### src/rtl/crc32_bitserial_engine_if.sv
// Byte-stream and result bus between the TinyQV CRC register wrapper and
// the bit-serial CRC-32 engine.
//
// Handshake: a byte transfers on a rising clk edge where data_valid and
// data_ready are both 1. data_ready is combinational and may drop at any
// time. A byte presented while data_ready=0 is neither taken nor queued.
// The wrapper holds data_in and data_valid steady until the transfer occurs.
interface crc32_bitserial_engine_if;
  logic        enable;
  logic        clear;
  logic        reflect_in;
  logic        reflect_out;
  logic        xorout_en;
  logic [7:0]  data_in;
  logic        data_valid;
  logic        data_ready;
  logic [31:0] crc_out;
  logic        busy;
  logic        byte_done;
  logic [15:0] byte_count;

  // Wrapper side: drives control and data, reads status and result.
  modport master (
    output enable, clear, reflect_in, reflect_out, xorout_en, data_in, data_valid,
    input  data_ready, crc_out, busy, byte_done, byte_count
  );

  // Engine side.
  modport slave (
    input  enable, clear, reflect_in, reflect_out, xorout_en, data_in, data_valid,
    output data_ready, crc_out, busy, byte_done, byte_count
  );
endinterface

### src/rtl/crc32_bitserial_engine.sv
// Bit-serial CRC-32 engine. It absorbs one accepted byte over 8 enabled
// clocks, one message bit per clock, through the normal-form (MSB-first) LFSR.
// Input bit order is fixed when the byte is accepted. Output reflection and
// the final XOR are applied combinationally on the result path.
module crc32_bitserial_engine #(
  parameter logic [31:0] POLY   = 32'h04C11DB7,
  parameter logic [31:0] INIT   = 32'hFFFFFFFF,
  parameter logic [31:0] XOROUT = 32'hFFFFFFFF
) (
  input  logic                     clk,
  input  logic                     rst_n,        // active-high synchronous reset
  crc32_bitserial_engine_if.slave  bus,
  output logic [0:0]               dbg_state_o
);

  localparam logic [0:0] ST_IDLE  = 1'b0;
  localparam logic [0:0] ST_SHIFT = 1'b1;

  logic [0:0]  state_q, state_d;
  logic [31:0] crc_q, crc_d;
  logic [2:0]  bit_cnt_q, bit_cnt_d;
  logic [7:0]  shift_byte_q, shift_byte_d;
  logic [15:0] byte_count_q, byte_count_d;
  logic        byte_done_q, byte_done_d;
  logic        fb;

  function automatic logic [7:0] bitrev8(input logic [7:0] v);
    logic [7:0] r;
    for (int i = 0; i < 8; i++) r[i] = v[7-i];
    return r;
  endfunction

  function automatic logic [31:0] bitrev32(input logic [31:0] v);
    logic [31:0] r;
    for (int i = 0; i < 32; i++) r[i] = v[31-i];
    return r;
  endfunction

  // The engine takes a byte only when idle, enabled, and not being cleared.
  assign bus.data_ready = (state_q == ST_IDLE) && bus.enable && !bus.clear;
  assign bus.busy       = (state_q == ST_SHIFT);
  assign bus.byte_done  = byte_done_q;
  assign bus.byte_count = byte_count_q;
  assign bus.crc_out    = (bus.reflect_out ? bitrev32(crc_q) : crc_q)
                        ^ (bus.xorout_en ? XOROUT : 32'h0);
  assign dbg_state_o    = state_q;

  // Feedback bit for the current shift. bit 0 of shift_byte goes in first.
  assign fb = crc_q[31] ^ shift_byte_q[bit_cnt_q];

  // Next-state logic. Clear overrides everything. Disable freezes state.
  always_comb begin
    state_d      = state_q;
    crc_d        = crc_q;
    bit_cnt_d    = bit_cnt_q;
    shift_byte_d = shift_byte_q;
    byte_count_d = byte_count_q;
    byte_done_d  = 1'b0;
    if (bus.clear) begin
      state_d      = ST_IDLE;
      crc_d        = INIT;
      bit_cnt_d    = 3'd0;
      byte_count_d = 16'd0;
    end else if (bus.enable) begin
      case (state_q)
        ST_IDLE: begin
          if (bus.data_valid) begin
            // Store the byte so that its first-transmitted bit sits in bit 0.
            shift_byte_d = bus.reflect_in ? bus.data_in : bitrev8(bus.data_in);
            bit_cnt_d    = 3'd0;
            state_d      = ST_SHIFT;
          end
        end
        ST_SHIFT: begin
          crc_d     = {crc_q[30:0], 1'b0} ^ (fb ? POLY : 32'h0);
          bit_cnt_d = bit_cnt_q + 3'd1;
          if (bit_cnt_q == 3'd7) begin
            state_d      = ST_IDLE;
            byte_count_d = byte_count_q + 16'd1;
            byte_done_d  = 1'b1;
          end
        end
        default: state_d = ST_IDLE;
      endcase
    end
  end

  // State registers with synchronous active-high reset.
  always_ff @(posedge clk) begin
    if (rst_n) begin
      state_q      <= ST_IDLE;
      crc_q        <= INIT;
      bit_cnt_q    <= 3'd0;
      shift_byte_q <= 8'd0;
      byte_count_q <= 16'd0;
      byte_done_q  <= 1'b0;
    end else begin
      state_q      <= state_d;
      crc_q        <= crc_d;
      bit_cnt_q    <= bit_cnt_d;
      shift_byte_q <= shift_byte_d;
      byte_count_q <= byte_count_d;
      byte_done_q  <= byte_done_d;
    end
  end

endmodule
### src/flat_wrapper.sv
// flat-port wrapper written by rule: the top's interface ports become plain ports
module crc32_bitserial_engine_flat 
#(
  parameter logic [31:0] POLY   = 32'h04C11DB7,
  parameter logic [31:0] INIT   = 32'hFFFFFFFF,
  parameter logic [31:0] XOROUT = 32'hFFFFFFFF
)
  (clk, rst_n, dbg_state_o, bus_enable, bus_clear, bus_reflect_in, bus_reflect_out, bus_xorout_en, bus_data_in, bus_data_valid, bus_data_ready, bus_crc_out, bus_busy, bus_byte_done, bus_byte_count);
  crc32_bitserial_engine_if bus_i ();
  input  logic clk;
  input  logic rst_n;
  output logic [0:0] dbg_state_o;
  input wire logic [$bits(bus_i.enable)-1:0] bus_enable;
  input wire logic [$bits(bus_i.clear)-1:0] bus_clear;
  input wire logic [$bits(bus_i.reflect_in)-1:0] bus_reflect_in;
  input wire logic [$bits(bus_i.reflect_out)-1:0] bus_reflect_out;
  input wire logic [$bits(bus_i.xorout_en)-1:0] bus_xorout_en;
  input wire logic [$bits(bus_i.data_in)-1:0] bus_data_in;
  input wire logic [$bits(bus_i.data_valid)-1:0] bus_data_valid;
  output wire logic [$bits(bus_i.data_ready)-1:0] bus_data_ready;
  output wire logic [$bits(bus_i.crc_out)-1:0] bus_crc_out;
  output wire logic [$bits(bus_i.busy)-1:0] bus_busy;
  output wire logic [$bits(bus_i.byte_done)-1:0] bus_byte_done;
  output wire logic [$bits(bus_i.byte_count)-1:0] bus_byte_count;
  assign bus_i.enable = bus_enable;
  assign bus_i.clear = bus_clear;
  assign bus_i.reflect_in = bus_reflect_in;
  assign bus_i.reflect_out = bus_reflect_out;
  assign bus_i.xorout_en = bus_xorout_en;
  assign bus_i.data_in = bus_data_in;
  assign bus_i.data_valid = bus_data_valid;
  assign bus_data_ready = bus_i.data_ready;
  assign bus_crc_out = bus_i.crc_out;
  assign bus_busy = bus_i.busy;
  assign bus_byte_done = bus_i.byte_done;
  assign bus_byte_count = bus_i.byte_count;
  crc32_bitserial_engine #(.POLY(POLY), .INIT(INIT), .XOROUT(XOROUT)) u_core (.clk(clk), .rst_n(rst_n), .bus(bus_i), .dbg_state_o(dbg_state_o));
endmodule
### config.mk
export PLATFORM = sky130hd
export DESIGN_NAME = crc32_bitserial_engine_flat
export DESIGN_NICKNAME = d
export VERILOG_FILES = /design/src/rtl/crc32_bitserial_engine_if.sv /design/src/rtl/crc32_bitserial_engine.sv /design/src/flat_wrapper.sv
export SDC_FILE = /design/constraint.sdc
export NUM_CORES = 1
export LEC_CHECK = 0
export BUFFER_PORTS_ARGS = -buffer_cell sky130_fd_sc_hd__buf_2
export CAP_MARGIN = 20
export CORE_ASPECT_RATIO = 0.5
export CORE_UTILIZATION = 40
export DETAILED_ROUTE_END_ITERATION = 7
export GPL_TIMING_DRIVEN = 0
export HOLD_SLACK_MARGIN = 0.1
export SKIP_CTS_REPAIR_TIMING = 1
export SYNTH_ARGS = -nofsm -noshare
export SYNTH_HDL_FRONTEND = slang
export SYNTH_SLANG_ARGS = --single-unit
### constraint.sdc
create_clock -name clk -period 2.7 [get_ports clk]
set_input_delay 0.135 -clock clk [delete_from_list [all_inputs] [get_ports clk]]
set_output_delay 0.135 -clock clk [all_outputs]
set_load 0.02 [all_outputs]
==> results of run 1 <==
==> worst register-to-register path, delay by kind of cell (launching register included) <==
kind / cells / cell delay, ns
buffers and inverters: 1 / 0.17
adders and majority gates: 2 / 0.42
AOI/OAI and AO/OA: 1 / 0.14
DFF: 1 / 0.44
and+or+nand+nor: 3 / 0.88
==> where the power goes <==
group / internal, uW / switching (uW) / total, uW
Combinational: 95.7 / 155 / 251
Sequential: 914 / 12.2 / 926
Clock: 689 / 380 / 1070
==> registers in the layout, summed over array words and instances, names as in the netlist <==
| signal | cells |
|---|---|
| u_core.bit_cnt_q | 3 |
| u_core.bus.busy | 1 |
| u_core.bus.byte_count | 16 |
| u_core.bus.byte_done | 1 |
| u_core.crc_q | 32 |
| u_core.shift_byte_q | 8 |
==> area by class of cell <==
| cell class | count | area share [%] |
|---|---|---|
| Multi-Input combinational cell | 320 | 50.9 |
| Sequential cell | 61 | 27.8 |
| Timing Repair Buffer | 64 | 7.28 |
| Clock buffer | 14 | 6.23 |
| Buffer | 42 | 4.32 |
| Tap cell | 117 | 3.33 |
| Clock inverter | 1 | 0.114 |
| Inverter | 1 | 0.0853 |
==> per-stage QoR <==
stage          util, %  total power, uW  instance area [um^2]  cells
6_report          50.0             2250                  4400    620
5_1_grt           50.0             2340                  4400    620
4_1_cts           50.0             2270                  4400    620
3_5_place_dp      46.8             1200                  4120    605
3_3_place_gp      46.8             1190                  4120    605
2_1_floorplan        -             1120                  3650    424
==> kinds of logic (layout without fill, tap and decap cells) <==
kind of cell	Yosys count	count (layout)	share of synthesized area, %
compound gates	56	56	9.93
xor+xnor	41	41	9.83
fa+ha+maj	3	3	1.03
buf+inv	43	122	5.31
flops	61	61	33.4
mux	44	44	13.1
simple gates	176	176	27.4
==> layer usage <==
| layer | vias up | GRT usage, % |
|---|---|---|
| met5 | - | 0 |
| met4 | 0 | 6.72 |
| met3 | 10 | 5.77 |
| li1 | 1684 | - |
| met1 | 1522 | 29.3 |
| met2 | 81 | 28.5 |
==> cells in the mapped netlist (2+ instances only) <==
cell      count
a211oi_1      9
a21oi_1      22
a22oi_1       2
and2_1        3
and3_1       13
buf_1         2
buf_2         8
buf_4         4
clkbuf_1     27
dfxtp_1      61
ha_1          3
mux2i_1      40
mux4_2        2
nand2_1      43
nand3_1      22
nand3_4       2
nand4_1      19
nand4b_1     26
nor2_1       22
nor3_1       13
o21ai_0       4
o21ai_1       3
o21ai_2      10
o31ai_1       3
or3_1         3
or4_1         3
xnor2_1      33
xor2_1        8
==> worst max path at each step <==
| stage | endpoint | startpoint | cells after the start |
|---|---|---|---|
| finish | u_core.bus.byte_count[15] | u_core.bit_cnt_q[0] | 7 |
| global route | u_core.bus.byte_count[14] | u_core.bit_cnt_q[0] | 7 |
| CTS | u_core.bus.byte_count[14] | u_core.bit_cnt_q[0] | 7 |
| detailed placement | u_core.bus.byte_count[14] | u_core.bit_cnt_q[0] | 7 |
| global placement | u_core.bus.byte_count[11] | u_core.bit_cnt_q[0] | 7 |
| floorplan | u_core.bus.byte_count[14] | u_core.bit_cnt_q[0] | 7 |
==> impl_metrics.ini, run 1 <==
[die]
start_util_pct = 41.5
fp.dieW_um = 137
die-area_um2 = 9550
die_h_um = 69.6
ios = 68
core_um2 = 8800
rows = 24

[worst_setup_path]
reg2reg_depth = 7
start_kind = flop
crit_chain = ha_1 -> ha_1 -> and4_1 -> buf_4 -> nand3_4 -> or4_1 -> a21oi_1
worstPathRequired_ns = 2.95
critPathMaxStageDelay_ns = 0.53
end_kind = flop
critPathSlowestCell = or4_1
r2r_start = u_core.bit_cnt_q[0]
crit_fanout = 8
crit_type = flop to flop
critPathArrivalTime_ns = 2.39
r2r_end = u_core.bus.byte_count[15]
rrSetupSlack_ns = 0.57
cpMostUsedCell = ha_1
cp_num_buf_inv = 1
cp_top_family = simple AND/OR/NAND/NOR gates

[layout]
fin_nets = 518
diodes = 0
area_delta_synth_final_pct = 20.4
multi_input_area_um2 = 2240
final_common_cell = buf_2
most-common-layout-cells = buf_2 (72), dfxtp_1 (61), nand2_1 (43)
drive_gt1_share_pct = 21.9
seq_area_um2 = 1220
fillCellCount = 861

[timing]
min_period_ns = 2.13
fin_crit_sh_pct = 79.0
rsz0062_at_grt = no
max_slew_margin_pct = 54.9
worst_slack_ns = 0.567
setup_viol_count_final = 0
hold_ws_ns = 0.138
max_slew.worst_pin.slew_ns = 0.677
hold_violations = 0
final_max_slew_viol_count = 0
clock.fmax_ghz = 0.469
finClkSkew_ns = 0.00678
tns_ns = 0

[clocking]
cts_max_path_buffers = 2
cts_buffers = 9
clk_latency_ns = 0.33
path_clk_slew_ns = 0.05
htree_levels = 3
cts_tree = built
cts.sinks = 61
cts_root_buf = clkbuf_16

[route]
drcViolationCount = 0
wl_per_cell_um = 15.0
met3_length_um = 502
ant_nets = 0
drt_first_pass_iters = 4
via_per_inst = 5.32
top_layer = met4
drt_wl_total_um = 9300
dr_total_vias = 3297
wl_met2_um = 3880
drt_iter0_drc = 241
m1WireLength_um = 4810

[power]
pwr_density_cell_nw_per_um2 = 510
ir_worst_vdd_mv = 0.326
p_leak_uw = 0.00175

[global_route]
gr-usage-all-layers_pct = 20.2
grt_pass1_vias = 2894
antenna_found_initial = 0
grt-ovfl-total = 0
grt_max_degree = 11
grt_pass1_wl_um = 14800

[synth]
synth.top_cells.by_area = dfxtp_1 (33%), mux2i_1 (11%), xnor2_1 (7.9%), nand4b_1 (6.2%), nand2_1 (4.4%)
synth-seq-area-share_pct = 33.4
syn_nets = 443
ys.flop_type = dfxtp_1
synth_cell_types = 42
synth_top_area_share_pct = 33.4
syn_area_um2 = 3650
synth_area_per_cell_um2 = 8.62
synth_top_area_cell = dfxtp_1
ys_warn_count = 0
ys_ff_latch = 61
synth-async-reset-ratio_pct = 0
synthCells = 424
synth_edf_count = 0

[placed_design]
hpwl_um = 6700
io_buffer_count = 64
gp_congestion = 0.778
post-place-ws_ns = 0.584

[job]
maxCapViolations = 0

[min_path]
whs_path_depth = 3
hold_end = u_core.bus.byte_count[13]
holdCritPathClass = input port to flop
min_from = bus_clear

[run_status]
outcome = finished clean
No activity file was read; power rests on OpenSTA's default activity.
==> run 2: changes to the inputs <==
ABC_AREA = 1   (was not set)
clock period = 2 ns   (was 2.7 ns; I/O delays follow)
==> impl_metrics.ini, run 2 <==
[timing]
hold_ws_ns = 0.116
final_max_slew_viol_count = 0
clock.fmax_ghz = 0.577
min_period_ns = 1.73
hold_violations = 0
setup_viol_count_final = 0
max_slew_margin_pct = 59.1
fin_crit_sh_pct = 86.7
max_slew.worst_pin.slew_ns = 0.613
finClkSkew_ns = 0.00590
tns_ns = 0
rsz0062_at_grt = no
worst_slack_ns = 0.266

[route]
m1WireLength_um = 4580
drt_first_pass_iters = 5
wl_met2_um = 3920
via_per_inst = 4.92
drt_iter0_drc = 228
met3_length_um = 631
drcViolationCount = 0
ant_nets = 0
top_layer = met4
wl_per_cell_um = 13.1
drt_wl_total_um = 9230
dr_total_vias = 3453

[die]
core_um2 = 8200
fp.dieW_um = 134
rows = 23
die-area_um2 = 9060
ios = 68
die_h_um = 67.8
start_util_pct = 42.2

[synth]
synthMuxAreaShare_pct = 0
syn_nets = 530
synth_common_cells = nand2_1 (132), inv_1 (66), dfxtp_1 (61), o21ai_0 (49), nand3_1 (45)
ys_ff_latch = 61
synth_xor_xnor_area_share_pct = 8.09
synth-async-reset-ratio_pct = 0
synth.top_cells.by_area = dfxtp_1 (35%), nand2_1 (14%), inv_1 (7.2%), o21ai_0 (7.1%), nand3_1 (6.5%)
synth-seq-area-share_pct = 35.2
yosys.area_share.simple_pct = 28.3
synth_area_per_cell_um2 = 6.78
synthAdderAreaFrac_pct = 1.08
ys.flop_type = dfxtp_1
synth_edf_count = 0
synth_top_area_cell = dfxtp_1
syn_area_um2 = 3460
synth_cell_types = 33
yosysMostFrequentCell = nand2_1
synth_top_area_share_pct = 35.2
ys_warn_count = 0
synthCells = 511
synth_compound_area_share_pct = 16.0
synth_top_family_by_area = simple AND/OR/NAND/NOR gates

[layout]
drive_gt1_share_pct = 17.6
top_register = u_core.crc_q
area_delta_synth_final_pct = 22.5
final_area_um2 = 4250
fin_nets = 604
most-common-layout-cells = nand2_1 (132), buf_2 (70), inv_1 (66)
fillCellCount = 860
diodes = 0
layoutNonFillerInstCount = 702
final_common_cell = nand2_1
multi_input_area_um2 = 1850
seq_area_um2 = 1220
largest_reg_flops = 32

[job]
maxCapViolations = 0

[clocking]
cts_root_buf = clkbuf_16
cts_max_path_buffers = 2
clk_latency_ns = 0.33
htree_levels = 3
cts.sinks = 61
cts_tree = built
cts_buffers = 9
path_clk_slew_ns = 0.06

[worst_setup_path]
critPathArrivalTime_ns = 1.96
rrSetupSlack_ns = 0.27
start_kind = flop
r2r_start = u_core.bit_cnt_q[0]
r2r_end = u_core.bus.byte_count[11]
reg2reg_depth = 9
crit_type = flop to flop
crit_fanout = 6
end_kind = flop
critPathSlowestCell = dfxtp_1
worstPathRequired_ns = 2.23
critPathMaxStageDelay_ns = 0.42
crit_chain = ha_1 -> ha_1 -> nand2_4 -> nor2_4 -> nand3_1 -> nor2_1 -> nand3_1 -> o21ai_0 -> nor2_1

[placed_design]
io_buffer_count = 63
hpwl_um = 6600
gp_congestion = 0.792
post-place-cells = 686
place_area_um2 = 3920
post-place-ws_ns = 0.259

[global_route]
grt_pass1_wl_um = 15300
antenna_found_initial = 0
grt_pass1_vias = 3020
gr-usage-all-layers_pct = 22.1
grt_max_degree = 13
grt-ovfl-total = 0

[power]
power.switching_uw = 874
pwr_density_cell_nw_per_um2 = 785
p_leak_uw = 0.00219
ir_worst_vdd_mv = 0.487
p_sw_share_pct = 26.2
seqPwrFrac_pct = 37.2
comb_power_share_pct = 12.5
p_clk_share_pct = 50.3
internal_power_uw = 2460

[run_status]
outcome = finished clean

[min_path]
holdCritPathClass = input port to flop
min_from = bus_data_in[2]
whs_path_depth = 3
hold_end = u_core.shift_byte_q[2]
run 2: cell count changes in the layout (fill, tap and decap cells not counted), sizes merged, moves of 13 or more:
cell,before,now
xnor2,33,9
and3,14,0
clkbuf,41,28
xor2,8,23
nand4b,26,0
mux2i,41,0
o21ai,17,49
nand4,19,1
inv,1,68
nand2,43,136
nand3,24,49
run 2: cell type report:
cell class              instances  share of cell area [%]
multi-input cells             352                    43.7
well taps                     112                    3.30
clock inverters                 7                    2.36
flip-flops and latches         61                    28.8
inverters                      69                    6.13
repair buffers                 63                    7.43
clock buffers                   9                    5.31
plain buffers                  29                    3.04
run 2: cell families (layout without fill, tap and decap cells):
family,Yosys count,after routing
buffers and inverters,98,177
AOI/OAI and AO/OA,94,94
adders and majority gates,3,3
xor gates and xnor gates,32,32
and+or+nand+nor,223,223
DFF,61,61
run 2: metrics by stage:
stage,power (uW),utilization [%]
floorplan,1550,-
global placement,1680,47.8
detailed placement,1680,47.8
CTS,3360,51.8
global route,3460,51.8
finish,3330,51.8
run 2: how the worst max path moves through the flow:
stage,from,depth (start not counted),to
final,u_core.bit_cnt_q[0],9,u_core.bus.byte_count[11]
after global routing,u_core.bit_cnt_q[0],9,u_core.bus.byte_count[11]
after CTS,u_core.bit_cnt_q[0],9,u_core.bus.byte_count[11]
after detailed placement,u_core.bit_cnt_q[0],9,u_core.bus.byte_count[11]
after global placement,u_core.bit_cnt_q[0],9,u_core.bus.byte_count[11]
after floorplan,u_core.bus.busy,7,u_core.shift_byte_q[6]
run 2: layer usage:
layer	vias up	global-route usage (%)
li1	1791	-
met1	1544	30.1
met2	106	34.2
met3	12	5.41
met4	0	8.38
met5	-	0
run 2: power groups by stage:
| stage | Combinational [uW] | Clock (uW) | Sequential, uW |
|---|---|---|---|
| after CTS | 417 | 1700 | 1240 |
| after global placement | 412 | 0 | 1270 |
| after detailed placement | 415 | 0 | 1270 |
| final | 415 | 1680 | 1240 |
| after global routing | 459 | 1760 | 1240 |
| after floorplan | 285 | 0 | 1270 |
run 2: worst max-delay path, delay by kind of cell, from the launching register on:
kind | cells | cell delay (ns)
DFF | 1 | 0.42
AOI/OAI and AO/OA | 1 | 0.15
and+or+nand+nor | 6 | 0.66
adders and majority gates | 2 | 0.39
